File: src/rtl/fifo_pkg.sv
// ---------------------------------------------------------------------------
// fifo_pkg
// Shared definitions for both halves of the 8-entry asynchronous CDC FIFO.
//
// Contents:
//   DEFAULT_ADDR_WIDTH : log2 of the FIFO depth (pointers carry one extra
//                        wrap bit on top of this)
//   DEFAULT_DATA_WIDTH : payload width
//   ptr_t              : pointer type, DEFAULT_ADDR_WIDTH+1 bits
//   bin2gray/gray2bin  : pointer code conversions
//
// The conversion functions work on a 32-bit container so that modules with a
// non-default pointer width can use them. Callers zero-extend their pointer
// into the container and size-cast the result back. Both conversions are
// exact under zero extension because the zero upper bits contribute nothing
// to the XOR chains.
// ---------------------------------------------------------------------------
package fifo_pkg;

   localparam int DEFAULT_ADDR_WIDTH = 3;
   localparam int DEFAULT_DATA_WIDTH = 8;

   typedef logic [DEFAULT_ADDR_WIDTH:0] ptr_t;

   // Each Gray bit is the XOR of its binary bit and the next higher one.
   function automatic logic [31:0] bin2gray(input logic [31:0] binVal);
      return binVal ^ (binVal >> 1);
   endfunction

   // Each binary bit is the XOR of its Gray bit with every higher Gray bit,
   // so the chain runs from the MSB downwards.
   function automatic logic [31:0] gray2bin(input logic [31:0] grayVal);
      logic [31:0] binVal;
      binVal[31] = grayVal[31];
      for (int i = 30; i >= 0; i--) begin
         binVal[i] = binVal[i+1] ^ grayVal[i];
      end
      return binVal;
   endfunction

endpackage

File: src/rtl/fifo_read_ctrl_if.sv
// ---------------------------------------------------------------------------
// fifo_read_ctrl_if
// Signal bundle between the FIFO read controller and its surroundings: the
// write domain, the storage array and the downstream consumer.
//
// Signals:
//   write_ptr_gray    : Gray write pointer arriving from the write domain
//   read_ptr_gray     : registered Gray read pointer sent to the write domain
//   read_addr         : storage read address (binary read pointer)
//   read_enable_1     : storage read strobe
//   mem_read_data     : registered read data coming back from the storage
//   read_data         : payload presented to the consumer
//   read_valid        : payload valid
//   read_ready        : consumer accepts the payload
//   empty             : no unread entries visible in the read domain
//   read_level        : (FIFO_RD_LEVEL_EN) registered fill level
//   read_almost_empty : (FIFO_RD_LEVEL_EN) level at or below threshold
//
// Modports:
//   master : the read controller
//   slave  : everything else (write domain, storage, consumer)
//
// Build option: FIFO_RD_LEVEL_EN adds read_level and read_almost_empty.
// ---------------------------------------------------------------------------
interface fifo_read_ctrl_if
   import fifo_pkg::*;
#(
   parameter int ADDR_WIDTH = DEFAULT_ADDR_WIDTH,
   parameter int DATA_WIDTH = DEFAULT_DATA_WIDTH
);

   logic [ADDR_WIDTH:0]   write_ptr_gray;
   logic [ADDR_WIDTH:0]   read_ptr_gray;
   logic [ADDR_WIDTH:0]   read_addr;
   logic                  read_enable_1;
   logic [DATA_WIDTH-1:0] mem_read_data;
   logic [DATA_WIDTH-1:0] read_data;
   logic                  read_valid;
   logic                  read_ready;
   logic                  empty;
`ifdef FIFO_RD_LEVEL_EN
   logic [ADDR_WIDTH:0]   read_level;
   logic                  read_almost_empty;
`endif

   // The controller's view: it consumes the write pointer, storage data and
   // consumer ready, and drives everything else.
   modport master (
      input  write_ptr_gray,
      input  mem_read_data,
      input  read_ready,
      output read_ptr_gray,
      output read_addr,
      output read_enable_1,
      output read_data,
      output read_valid,
      output empty
`ifdef FIFO_RD_LEVEL_EN
      ,
      output read_level,
      output read_almost_empty
`endif
   );

   // The mirror image, used by whatever sits around the controller.
   modport slave (
      output write_ptr_gray,
      output mem_read_data,
      output read_ready,
      input  read_ptr_gray,
      input  read_addr,
      input  read_enable_1,
      input  read_data,
      input  read_valid,
      input  empty
`ifdef FIFO_RD_LEVEL_EN
      ,
      input  read_level,
      input  read_almost_empty
`endif
   );

endinterface

File: src/rtl/fifo_ptr_sync.sv
// ---------------------------------------------------------------------------
// fifo_ptr_sync
// Multi-flop synchronizer for a Gray-coded pointer crossing into the local
// clock domain. Shared by the read controller (for the write pointer) and the
// write controller (for the read pointer).
//
// Because the source is Gray coded, at most one bit changes per source step,
// so sampling the whole vector through plain flops gives either the old or
// the new pointer, never a mix.
//
// Parameters:
//   WIDTH       : vector width
//   SYNC_STAGES : number of flops in the chain; values below 2 are raised to
//                 2 because a single flop gives no metastability margin
//
// Ports:
//   i_clk   : destination-domain clock
//   i_rstN  : synchronous active-low reset, clears every stage
//   i_async : vector from the other clock domain
//   o_sync  : synchronized vector (output of the last stage)
// ---------------------------------------------------------------------------
module fifo_ptr_sync #(
   parameter int WIDTH       = 4,
   parameter int SYNC_STAGES = 2
) (
   input  logic             i_clk,
   input  logic             i_rstN,
   input  logic [WIDTH-1:0] i_async,
   output logic [WIDTH-1:0] o_sync
);

   localparam int DEPTH = (SYNC_STAGES < 2) ? 2 : SYNC_STAGES;

   logic [WIDTH-1:0] r_stage [DEPTH];

   // Shift the incoming vector down the chain each clock. Stage 0 is the only
   // flop that sees the asynchronous input; nothing else touches it.
   always_ff @(posedge i_clk) begin
      if (!i_rstN) begin
         for (int s = 0; s < DEPTH; s++) begin
            r_stage[s] <= '0;
         end
      end else begin
         r_stage[0] <= i_async;
         for (int s = 1; s < DEPTH; s++) begin
            r_stage[s] <= r_stage[s-1];
         end
      end
   end

   assign o_sync = r_stage[DEPTH-1];

endmodule

File: src/rtl/fifo_read_ctrl.sv
// ---------------------------------------------------------------------------
// fifo_read_ctrl
// Read-side controller of the 8-entry asynchronous CDC FIFO. Everything here
// runs on read_clk.
//
// The controller brings the Gray write pointer into the read domain, compares
// it with its own Gray read pointer to decide emptiness, fetches words from
// the storage array (whose data comes back one clock later) and presents them
// to the consumer as a valid/ready stream. Its Gray read pointer is exported
// to the write domain for the full computation there.
//
// Parameters:
//   ADDR_WIDTH          : log2 of the FIFO depth; pointers are one bit wider
//   DATA_WIDTH          : payload width
//   SYNC_STAGES         : flops in the write-pointer synchronizer (min 2)
//   ALMOST_EMPTY_THRESH : (FIFO_RD_LEVEL_EN) level at/below which
//                         read_almost_empty asserts
//
// Ports:
//   read_clk : read-domain clock
//   read_rst : synchronous active-low reset, sampled on posedge read_clk
//   bus      : fifo_read_ctrl_if.master carrying write_ptr_gray,
//              read_ptr_gray, read_addr, read_enable_1, mem_read_data,
//              read_data, read_valid, read_ready, empty and, with
//              FIFO_RD_LEVEL_EN, read_level and read_almost_empty
//
// Build option: define FIFO_RD_LEVEL_EN to add the fill level and
// almost-empty outputs. The default build leaves both out together with the
// Gray-to-binary conversion they need; the core read path is identical.
// ---------------------------------------------------------------------------
module fifo_read_ctrl
   import fifo_pkg::*;
#(
   parameter int ADDR_WIDTH          = DEFAULT_ADDR_WIDTH,
   parameter int DATA_WIDTH          = DEFAULT_DATA_WIDTH,
   parameter int SYNC_STAGES         = 2
`ifdef FIFO_RD_LEVEL_EN
   ,
   parameter int ALMOST_EMPTY_THRESH = 2
`endif
) (
   input  logic             read_clk,
   input  logic             read_rst,
   fifo_read_ctrl_if.master bus
);

   localparam int                  PW      = ADDR_WIDTH + 1;
   localparam logic [ADDR_WIDTH:0] PTR_ONE = {{ADDR_WIDTH{1'b0}}, 1'b1};

   logic [ADDR_WIDTH:0]   r_rptrBin;
   logic [ADDR_WIDTH:0]   r_rptrGray;
   logic                  r_readValid;
   logic [ADDR_WIDTH:0]   w_wptrSync;
   logic [ADDR_WIDTH:0]   w_rptrBinNext;
   logic [ADDR_WIDTH:0]   w_rptrGrayNext;
   logic                  w_empty;
   logic                  w_issue;
   logic [DATA_WIDTH-1:0] w_readData;

   // The write pointer enters the read domain only through this chain, so
   // an update from the writer becomes visible SYNC_STAGES edges later.
   fifo_ptr_sync #(
      .WIDTH       (PW),
      .SYNC_STAGES (SYNC_STAGES)
   ) u_wptrSync (
      .i_clk   (read_clk),
      .i_rstN  (read_rst),
      .i_async (bus.write_ptr_gray),
      .o_sync  (w_wptrSync)
   );

   // Comparing the two Gray pointers directly avoids converting the
   // synchronized write pointer in the default build. A full FIFO differs in
   // the top two Gray bits, so it correctly reads as non-empty.
   assign w_empty = (r_rptrGray == w_wptrSync);

   // A fetch is started whenever a word is available and the output slot is
   // either free or being drained this cycle. Because storage data arrives
   // one clock after the strobe, this keeps exactly one word in flight and
   // gives one word per clock under continuous read_ready.
   assign w_issue = !w_empty && (!r_readValid || bus.read_ready);

   assign w_rptrBinNext  = r_rptrBin + PTR_ONE;
   assign w_rptrGrayNext = PW'(bin2gray(32'(w_rptrBinNext)));

   // Read pointer and output-valid flag. Both pointer codes advance together
   // on each fetch; the binary form wraps naturally at 2^(ADDR_WIDTH+1) and
   // the Gray form follows it. read_valid rises on the edge that lands the
   // fetched word and falls once the consumer takes the last word without a
   // replacement being fetched. A reset drops any word still in flight.
   always_ff @(posedge read_clk) begin
      if (!read_rst) begin
         r_rptrBin   <= '0;
         r_rptrGray  <= '0;
         r_readValid <= 1'b0;
      end else begin
         if (w_issue) begin
            r_rptrBin  <= w_rptrBinNext;
            r_rptrGray <= w_rptrGrayNext;
         end
         if (w_issue) begin
            r_readValid <= 1'b1;
         end else if (bus.read_ready) begin
            r_readValid <= 1'b0;
         end
      end
   end

   // The storage holds its registered output while no strobe is given, so
   // the payload stays stable through backpressure without a local copy.
   assign w_readData = bus.mem_read_data;

   assign bus.read_ptr_gray = r_rptrGray;
   assign bus.read_addr     = r_rptrBin;
   assign bus.read_enable_1 = w_issue;
   assign bus.read_data     = w_readData;
   assign bus.read_valid    = r_readValid;
   assign bus.empty         = w_empty;

`ifdef FIFO_RD_LEVEL_EN
   localparam logic [ADDR_WIDTH:0] AE_THRESH = PW'(ALMOST_EMPTY_THRESH);

   logic [ADDR_WIDTH:0] w_wptrBin;
   logic [ADDR_WIDTH:0] r_readLevel;

   assign w_wptrBin = PW'(gray2bin(32'(w_wptrSync)));

   // Fill level seen from the read side, registered to keep the subtractor
   // off the output path. The modular difference is exact because the two
   // pointers never drift more than the FIFO depth apart.
   always_ff @(posedge read_clk) begin
      if (!read_rst) begin
         r_readLevel <= '0;
      end else begin
         r_readLevel <= w_wptrBin - r_rptrBin;
      end
   end

   assign bus.read_level        = r_readLevel;
   assign bus.read_almost_empty = (r_readLevel <= AE_THRESH);
`endif

endmodule

File: src/flat_wrapper.sv
// flat-port wrapper written by rule: the top's interface ports become plain ports
module fifo_read_ctrl_flat import fifo_pkg::*;
#(
   parameter int ADDR_WIDTH          = DEFAULT_ADDR_WIDTH,
   parameter int DATA_WIDTH          = DEFAULT_DATA_WIDTH,
   parameter int SYNC_STAGES         = 2

)
  (read_clk, read_rst, bus_write_ptr_gray, bus_mem_read_data, bus_read_ready, bus_read_ptr_gray, bus_read_addr, bus_read_enable_1, bus_read_data, bus_read_valid, bus_empty);
  fifo_read_ctrl_if #(.ADDR_WIDTH(ADDR_WIDTH), .DATA_WIDTH(DATA_WIDTH)) bus_i ();
  input  logic read_clk;
  input  logic read_rst;
  input wire logic [$bits(bus_i.write_ptr_gray)-1:0] bus_write_ptr_gray;
  input wire logic [$bits(bus_i.mem_read_data)-1:0] bus_mem_read_data;
  input wire logic [$bits(bus_i.read_ready)-1:0] bus_read_ready;
  output wire logic [$bits(bus_i.read_ptr_gray)-1:0] bus_read_ptr_gray;
  output wire logic [$bits(bus_i.read_addr)-1:0] bus_read_addr;
  output wire logic [$bits(bus_i.read_enable_1)-1:0] bus_read_enable_1;
  output wire logic [$bits(bus_i.read_data)-1:0] bus_read_data;
  output wire logic [$bits(bus_i.read_valid)-1:0] bus_read_valid;
  output wire logic [$bits(bus_i.empty)-1:0] bus_empty;
  assign bus_i.write_ptr_gray = bus_write_ptr_gray;
  assign bus_i.mem_read_data = bus_mem_read_data;
  assign bus_i.read_ready = bus_read_ready;
  assign bus_read_ptr_gray = bus_i.read_ptr_gray;
  assign bus_read_addr = bus_i.read_addr;
  assign bus_read_enable_1 = bus_i.read_enable_1;
  assign bus_read_data = bus_i.read_data;
  assign bus_read_valid = bus_i.read_valid;
  assign bus_empty = bus_i.empty;
  fifo_read_ctrl #(.ADDR_WIDTH(ADDR_WIDTH), .DATA_WIDTH(DATA_WIDTH), .SYNC_STAGES(SYNC_STAGES)) u_core (.read_clk(read_clk), .read_rst(read_rst), .bus(bus_i));
endmodule
File: config.mk
export PLATFORM = sky130hd
export DESIGN_NAME = fifo_read_ctrl_flat
export DESIGN_NICKNAME = d
export VERILOG_FILES = /design/src/rtl/fifo_pkg.sv /design/src/rtl/fifo_read_ctrl_if.sv /design/src/rtl/fifo_ptr_sync.sv /design/src/rtl/fifo_read_ctrl.sv /design/src/flat_wrapper.sv
export SDC_FILE = /design/constraint.sdc
export NUM_CORES = 1
export LEC_CHECK = 0
export CAP_MARGIN = 20
export CORE_AREA = 2 2 41 81
export DETAILED_ROUTE_END_ITERATION = 7
export DIE_AREA = 0 0 43 83
export GPL_ROUTABILITY_DRIVEN = 0
export PLACE_DENSITY = 0.64
export SETUP_SLACK_MARGIN = 0.4
export SYNTH_ARGS = -nofsm -noshare
export SYNTH_HDL_FRONTEND = slang
export SYNTH_SLANG_ARGS = --single-unit
File: constraint.sdc
create_clock -name read_clk -period 1.7 [get_ports read_clk]
set_input_delay 0.51 -clock read_clk [delete_from_list [all_inputs] [get_ports read_clk]]
set_output_delay 0.51 -clock read_clk [all_outputs]
set_load 0.01 [all_outputs]
==> results of run 1 <==
==> critical path: stages (launching register included) <==
cell     delay [ns]
dfxtp_2        0.33
xor2_2         0.17
o41a_1         0.45
buf_2          0.16
==> stage by stage <==
| step | cell area, um2 | power (mW) |
|---|---|---|
| after floorplan | 718 | 0.825 |
| after global placement | 892 | 1.04 |
| after detailed placement | 892 | 1.05 |
| after CTS | 1030 | 1.44 |
| after global routing | 1120 | 1.74 |
| final | 1120 | 1.64 |
==> cells by family after synthesis <==
kind of cell / synth area share [%]
simple gates: 19.8
flops: 44.8
buf+inv: 12.1
xor+xnor: 12.3
compound gates: 6.48
mux: 2.80
fa+ha+maj: 1.75
==> cell type report <==
type / instances / area share [%]
timing repair buffer: 38 / 31.0
sequential: 16 / 29.7
clock buffer: 4 / 4.90
multi-input combinational: 45 / 31.1
tap: 30 / 3.34
==> worst paths after layout <==
path	slack [ns]	start	end	depth (start not counted)
worst min-delay path	0.43	u_core.u_wptrSync.r_stage[0][1]	u_core.u_wptrSync.r_stage[0][5]	1
worst min register to register	0.43	u_core.u_wptrSync.r_stage[0][1]	u_core.u_wptrSync.r_stage[0][5]	1
worst max register to register	0.08	u_core.u_wptrSync.r_stage[0][5]	u_core.bus.read_addr[0]	6
worst max-delay path	-0.16	u_core.u_wptrSync.r_stage[0][5]	bus_read_enable_1	3
==> power breakdown <==
part | total (mW) | internal [mW] | switching [mW]
Combinational | 0.832 | 0.473 | 0.359
Clock | 0.325 | 0.205 | 0.120
Sequential | 0.483 | 0.444 | 0.0391
Total | 1.64 | 1.12 | 0.518
==> registers in the layout, indices dropped and copies added (netlist names) <==
name	count
u_core.bus.read_ptr_gray	4
u_core.bus.read_valid	1
u_core.bus.read_addr	3
u_core.u_wptrSync.r_stage	8
==> synthesized netlist by cell type (all sizes together) <==
cell,n,area (um2)
a21boi,2,15.0
dfxtp,16,320
xor2,5,43.8
mux2i,2,20.0
and2,9,56.3
nand3,4,20.0
xnor2,5,43.8
clkbuf,2,7.51
nand4,1,6.26
nand2,7,33.8
nor4,1,6.26
o21ai,4,20.0
buf,10,78.8
nand2b,3,18.8
o41a,1,11.3
ha,1,12.5
==> metal layers <==
layer	vias to the layer above	part of all wire (%)	GRT usage, %
met1	259	37	8.76
met5	-	0	0
met2	21	54	14.6
met4	0	2.7	4.96
li1	289	-	-
met3	8	6.1	1.30
==> timing repair <==
action,in CTS,in global routing
gates resized for setup,63,13
pin swaps,2,2
endpoints found under the setup margin,18,15
hold buffers,0,0
buffers inserted,8,6
==> flow_summary.toml, run 1 <==
[routing]
dr.pass1.iters = 4
ant_nets = 0
drt_iter0_markers = 11
routed_wl_mm = 1.56
vias_per_cell = 4.34
drc = 0
avgRoutedWirePerCell_um = 11.7
vias = 577

[timing]
max_freq_mhz = 538
tns_ns = -0.265
min_period_ns = 1.86
finClkSkew_ns = 0.00355
fin_ws_ns = -0.159
relSlewSlack_pct = 79.7
setup_viol = 2
hold_violations = 0
worstMarginPinSlew_ns = 0.302
finalCritPeriodShare_pct = 109
rsz0062_at_grt = "yes"
slew_violations = 0
whs_ns = 0.431

[cells_and_area]
num-nets-final = 120
final_core_util_pct = 38.2
fin_cells = 133
register_area_um2 = 334
drive_above_1_share_pct = 51.5
multi_input_area_um2 = 349
antenna_cells = 0
layout_commonest_cell = "buf_6"
area_growth_pct = 57.3
layout_common_cells = "buf_6 (15), buf_4 (10), and2_1 (9)"
fillers = 316

[logic_synthesis]
synth_fp_nets = 89
syn_area_um2 = 714
avgSynthCellArea_um2 = 9.79
yosysWarnings = 0
yosysSeqAreaShare_pct = 44.8
synth_seq_cells = 16
syn_inst = 73
synth_cell_types = 18

[critical_path]
critPathLaunchType = "flop"
end_kind = "primary output"
critPathRequiredTime_ns = 1.19
crit_arrival_ns = 1.35
worstSetupPathType = "reg2out"
path_max_fanout = 2

[die]
io_pins = 34
rows = 28
die_area_um2 = 3570
coreArea_um2 = 2940
fp.dieH_um = 83
die_x_um = 43
start_util_pct = 24.3

[place]
place_hpwl_um = 938
place_ws_ns = -0.636
dp.cells = 115
port_buffers = 17

[global_route]
grt.total_usage_pct = 8.29
grt_pass1_wl_mm = 2.33
grt_max_degree = 23
antenna_found_initial = 0
globalRouteOverflowTotal = 0
grt_pass1_vias = 573

[clock_tree]
clock_sinks = 16
path_clk_slew_ns = 0.06
cts-buffers-inserted = 3
cts_max_level = 1
cts_tree = "done"
cts.path.max_buffers = 2
clk_latency_ns = 0.24
cts-root-buf = "clkbuf_8"

[power_and_ir_drop]
power_density_nw_per_um2 = 1460
leakage_nw = 0.518
ir_drop_uv = 766

[run_status]
status = "finished with violations"
violations = "setup timing"

[worst_hold_path]
hold_class = "reg2reg"

[run]
maxCapViolCount = 0
Note: power is estimated with default switching activity, not from simulation.
==> run 2: changes to the inputs <==
Settings changed: RECOVER_POWER from default to 25.
==> results of run 2 <==
Final layout, timing and power as in run 1 (identical DEF).
